[src/rtl/maze_pkg.sv]
// Shared constants and types for the maze RAM arbiter slice.
package maze_pkg;

   localparam int unsigned MAZE_ADDR_W = 16;
   localparam logic [MAZE_ADDR_W-1:0] ADDR_NONE  = 16'hFFFF;
   localparam logic [MAZE_ADDR_W-1:0] MAZE_WORDS = 16'd63360; // 240 x 264
   localparam logic [7:0] BLK = 8'h00;

   typedef enum logic [1:0] {IDLE, DISP, DRAIN} arb_state_t;

   typedef struct packed {
      logic [MAZE_ADDR_W-1:0] addr;
      logic [7:0]             data;
   } wr_entry_t;

   function automatic logic addr_in_maze(input logic [MAZE_ADDR_W-1:0] a,
                                         input logic [MAZE_ADDR_W-1:0] none);
      return (a != none) && (a < MAZE_WORDS);
   endfunction

endpackage

[src/rtl/maze_wr_fifo.sv]
// Synchronous queue of {addr,data} tile writes waiting for a RAM write window.
module maze_wr_fifo
   import maze_pkg::*;
#(
   parameter int unsigned DEPTH = 4
) (
   input  logic                   clk,
   input  logic                   rst,
   input  logic                   push,
   input  wr_entry_t              push_entry,
   input  logic                   pop,
   output wr_entry_t              head,
   output logic [$clog2(DEPTH):0] count
);

   localparam int unsigned PTR_W = $clog2(DEPTH);
   localparam logic [PTR_W:0] FULL = (PTR_W + 1)'(DEPTH);

   wr_entry_t        mem [DEPTH];
   logic [PTR_W-1:0] wr_ptr;
   logic [PTR_W-1:0] rd_ptr;
   logic             do_push;
   logic             do_pop;

   always_comb begin
      do_push = push && (count != FULL);
      do_pop  = pop && (count != '0);
   end

   assign head = mem[rd_ptr];

   always_ff @(posedge clk) begin
      if (do_push) begin
         mem[wr_ptr] <= push_entry;
      end
   end

   always_ff @(posedge clk) begin
      if (!rst) begin
         wr_ptr <= '0;
         rd_ptr <= '0;
         count  <= '0;
      end else begin
         if (do_push) begin
            wr_ptr <= wr_ptr + 1'b1;
         end
         if (do_pop) begin
            rd_ptr <= rd_ptr + 1'b1;
         end
         case ({do_push, do_pop})
            2'b10:   count <= count + 1'b1;
            2'b01:   count <= count - 1'b1;
            default: count <= count;
         endcase
      end
   end

endmodule

[src/rtl/maze_ram_arbiter.sv]
// Maze RAM arbiter: the pixel pipeline owns the RAM in the visible area, queued tile writes drain
// in blanking. Define MAZE_ARB_HBLANK_WR_EN to also drain writes during horizontal blanking.
module maze_ram_arbiter
   import maze_pkg::*;
#(
   parameter int unsigned FIFO_DEPTH = 4,
   parameter logic [15:0] ADDR_NONE  = maze_pkg::ADDR_NONE
) (
   input  logic                         clk,
   input  logic                         rst,
   input  logic                         disp_active,
   input  logic                         vblank,
   input  logic [15:0]                  disp_addr,
   output logic [7:0]                   disp_data,
   input  logic                         upd_valid,
   output logic                         upd_ready,
   input  logic [15:0]                  upd_addr,
   input  logic [7:0]                   upd_data,
   output logic [15:0]                  ram_addr,
   output logic [7:0]                   ram_wdata,
   output logic                         ram_we,
   input  logic [7:0]                   ram_rdata,
   output logic [$clog2(FIFO_DEPTH):0]  fifo_count,
   output logic                         wr_done
);

   localparam int unsigned CNT_W = $clog2(FIFO_DEPTH) + 1;
   localparam logic [CNT_W-1:0] DEPTH_C = CNT_W'(FIFO_DEPTH);

   arb_state_t state;
   arb_state_t grant;
   wr_entry_t  head;
   wr_entry_t  push_entry;
   logic       window;
   logic       push;
   logic       disp_ok_q;

`ifdef MAZE_ARB_HBLANK_WR_EN
   logic unused_vblank;
   assign unused_vblank = vblank;
   assign window        = !disp_active;
`else
   assign window = vblank;
`endif

   // Ownership is decided from this cycle's inputs so the display wins without a cycle of lag.
   always_comb begin
      grant = IDLE;
      if (!rst) begin
         grant = IDLE;
      end else if (disp_active) begin
         grant = DISP;
      end else if (window && (fifo_count != '0)) begin
         grant = DRAIN;
      end
   end

   assign upd_ready  = rst && (fifo_count < DEPTH_C);
   assign push       = upd_valid && upd_ready && addr_in_maze(upd_addr, ADDR_NONE);
   assign push_entry = '{addr: upd_addr, data: upd_data};

   assign ram_we    = (grant == DRAIN);
   assign ram_addr  = ram_we ? head.addr : disp_addr;
   assign ram_wdata = head.data;
   assign disp_data = ((state == DISP) && disp_ok_q) ? ram_rdata : BLK;

   maze_wr_fifo #(.DEPTH(FIFO_DEPTH)) u_fifo (
      .clk        (clk),
      .rst        (rst),
      .push       (push),
      .push_entry (push_entry),
      .pop        (ram_we),
      .head       (head),
      .count      (fifo_count)
   );

   always_ff @(posedge clk) begin
      if (!rst) begin
         state     <= IDLE;
         disp_ok_q <= 1'b0;
         wr_done   <= 1'b0;
      end else begin
         state     <= grant;
         disp_ok_q <= disp_active && (disp_addr != ADDR_NONE);
         wr_done   <= (grant == DRAIN);
      end
   end

endmodule

[config.mk]
export PLATFORM = sky130hd
export DESIGN_NAME = maze_ram_arbiter
export DESIGN_NICKNAME = d
export VERILOG_FILES = /design/src/rtl/maze_pkg.sv /design/src/rtl/maze_wr_fifo.sv /design/src/rtl/maze_ram_arbiter.sv
export SDC_FILE = /design/constraint.sdc
export NUM_CORES = 1
export LEC_CHECK = 0
export CAP_MARGIN = 20
export CORE_ASPECT_RATIO = 1.2
export CORE_MARGIN = 2
export CORE_UTILIZATION = 35
export CTS_CLUSTER_SIZE = 20
export DETAILED_ROUTE_END_ITERATION = 12
export GPL_ROUTABILITY_DRIVEN = 0
export HOLD_SLACK_MARGIN = 0.06
export REMOVE_ABC_BUFFERS = 1
export SETUP_SLACK_MARGIN = 0.02
export SLEW_MARGIN = 20
export SYNTH_ARGS = -nofsm -noshare
export SYNTH_HDL_FRONTEND = slang
export SYNTH_SLANG_ARGS = --single-unit
[constraint.sdc]
create_clock -name clk -period 3.8 [get_ports clk]
set_clock_uncertainty 0.1 [all_clocks]
set_input_delay 0.76 -clock clk [delete_from_list [all_inputs] [get_ports clk]]
set_output_delay 0.76 -clock clk [all_outputs]
set_load 0.05 [all_outputs]
==> results.tsv <==
stage	metric	value	unit
run_status	status	completed	
final_layout	n_antenna_cell	0	
detailed_routing	vias	2329	
synthesis	synth_edf_count	96	
sta	slew_headroom	0.605	
final_layout	final_cell_mix	edfxtp_1, clkdlybuf4s50_1, and2_1	
worst_setup_path	crit_required	2.94	ns
placed_design	dp_cells	473	
synthesis	syn_inst	219	
synthesis	synth-seq-cells	109	
job	drv_cap	0	
clock_network	cts_buffers	9	
floorplanning	die_area	0.0137	mm²
placed_design	io_buffers	90	
worst_setup_path	cpPeakStageDelay	0.67	ns
clock_network	cts.sinks	109	
worst_setup_path	rr_worst_depth	9	
synthesis	synth_compound_area_frac	0.0134	
synthesis	synth_top_area_frac	0.645	
synthesis	yosys_most_used_dff	edfxtp_1	
worst_setup_path	arrival	2.56	ns
final_layout	stdcell_count	489	
worst_setup_path	crit_fanout	17	
final_layout	fin_util	0.473	
detailed_routing	drt-initial-drc-count	101	
final_layout	nets	379	
sta	setup_viol_count_final	0	
placed_design	hpwl	5710	µm
worst_setup_path	worstReg2RegStart	u_fifo.count[2]	
detailed_routing	drc	0	
final_layout	final_common_cell	edfxtp_1	
global_routing	grt_pass1_vias	2475	
sta	clock.fmax	292	MHz
sta	holdWs	0.367	ns
sta	finalHoldViolCount	0	
synthesis	synth.area.top_cells	edfxtp_1, mux4_1, mux4_2	
synthesis	synthAdderAreaFrac	0.0185	
synthesis	ys_seq_area_frac	0.703	
clock_network	post-cts-setup-buffer-count	0	
worst_setup_path	r2r-end	u_fifo.count[2]	
clock_network	cts_root_buf	clkbuf_16	
synthesis	synth_mux_area_frac	0.188	
synthesis	syn_area	0.00447	mm²
worst_setup_path	critPathLaunchType	input port	
global_routing	antenna_found_initial	0	
worst_setup_path	critical_path_buf_inv_count	3	
detailed_routing	drt_first_pass_iters	4	
worst_setup_path	crit_end	ram_addr[2]	
synthesis	synthSimpleGateAreaFrac	0.0523	
worst_setup_path	crit_type	input port to output port	
placed_design	dp_slack	0.353	ns
clock_network	cts_max_path_buffers	2	
worst_setup_path	path_depth	6	
sta	min_period	3.42	ns
floorplanning	die_h	128	µm
detailed_routing	ant_nets	0	
floorplanning	core_area	0.0126	mm²
sta	fin_ws	0.378	ns
clock_network	worstSkewPairLatency	0.34	ns
sta	fin_crit_sh	0.901	
synthesis	synth_top_family_by_area	multiplexers	
sta	grt_setup_unrepaired	no	
worst_setup_path	slowest_stage	clkdlybuf4s50_1	
sta	setup_tns	0	ns
global_routing	grt_max_degree	25	
detailed_routing	wl_per_cell	18.0	µm
synthesis	async_flop_share	0	
worst_setup_path	crit_family	buffers and inverters	
worst_setup_path	endpoint_kind	output port	
synthesis	synth_top_area_cell	edfxtp_1	
synthesis	synth.distinct_cells	32	
synthesis	synth_xor_area_frac	0.00392	
detailed_routing	wl	8780	µm
clock_network	cts_resized	0	
synthesis	syn_avg_cell_area	20.4	µm²
synthesis	yosysWarnings	0	
worst_setup_path	worst-r2r-setup-slack	1.47	ns
global_routing	grt_pass1_wl	13200	µm
power	peakVddDrop	0.000201	V
global_routing	grt-ovfl-total	0	
floorplanning	start_util	0.356	
worst_setup_path	cp_common_cell	buf_4	
power	cellLeakagePower	2.00	nW
floorplanning	die_x	107	µm
global_routing	grtUsageTotal	0.132	
floorplanning	io_pins	91	
sta	finalMaxSlewViolations	0	
worst_setup_path	crit_chain	clkdlybuf4s50_1 > nand3b_4 > nor2_4 > buf_4 > mux2_2 > buf_4	
placed_design	dpl_cell_area	0.00567	mm²
sta	worst_slew_pin_slew	0.593	ns
detailed_routing	avgViaCountPerCell	4.76	
final_layout	drive_above_1_share	0.215	
power	p_total	2.51	mW
clock_network	h-tree-depth	3	
final_layout	finalInstanceArea	0.00594	mm²
floorplanning	rows	45	
power	powerDensity	423	mW/mm²
worst_setup_path	crit_start	rst	
final_layout	syn2layout_area_growth	32.8	%
clock_network	cts_hold_buf	0	
clock_network	cts_tree	done	
clock_network	clkTransAtPathRegs	0.07	ns
worst_hold_path	worstHoldPathType	flip-flop to flip-flop	
## synthesized netlist by cell type, types with 2 or more instances
cell type  instances
mux4_2            12
buf_6              3
nand4_1            5
or3_1              2
a21oi_1            4
xor2_1             2
nor2_1             6
mux4_1            12
inv_1              7
dfxtp_1           13
mux2_4            12
nand2_1            4
edfxtp_1          96
ha_1               5
and2_1            13
mux2_2             4
mux2i_1            3
o21ai_0            2
## state kept, by name, indices dropped and copies added, names as in the netlist, named ones only
name           cells
u_fifo.mem        96
u_fifo.count       3
state              2
u_fifo.rd_ptr      2
u_fifo.wr_ptr      2
disp_ok_q          1
wr_done            1
## cells by family (layout without fill, tap and decap cells)
family,after synthesis,count (layout)
compound gates,9,9
xor+xnor,2,2
fa+ha+maj,6,6
buf+inv,14,120
flops,109,109
mux,43,43
simple gates,36,36
## routing by layer
metal,GRT usage,part of all wire
met5,0,0
met4,0.0435,0.013
met3,0.0285,0.043
met2,0.241,0.54
met1,0.153,0.40
## report_power, final
group / internal (mW) / switching (mW)
clock network: 0.440 / 0.403
logic: 0.152 / 0.164
registers: 1.34 / 0.0144
total: 1.93 / 0.582
## worst min-delay path by stage
stage                           from        end  slack [ns]  cells past startpoint
floorplan           u_fifo.rd_ptr[1]  flip-flop        0.33                      1
global placement    u_fifo.rd_ptr[1]  flip-flop        0.34                      1
detailed placement  u_fifo.rd_ptr[1]  flip-flop        0.35                      1
CTS                 u_fifo.rd_ptr[1]  flip-flop        0.37                      1
global route        u_fifo.rd_ptr[1]  flip-flop        0.38                      1
finish              u_fifo.rd_ptr[1]  flip-flop        0.37                      1
## area by class of cell
class / instances / area (µm²)
clock buffer: 9 / 225
tap: 164 / 205
inverter: 7 / 26.3
clock inverter: 7 / 41.3
fill: 1064 / 6620
multi-input combinational: 96 / 1230
sequential: 109 / 3140
timing repair buffer: 97 / 1060
Note: power is estimated with default switching activity, not from simulation.
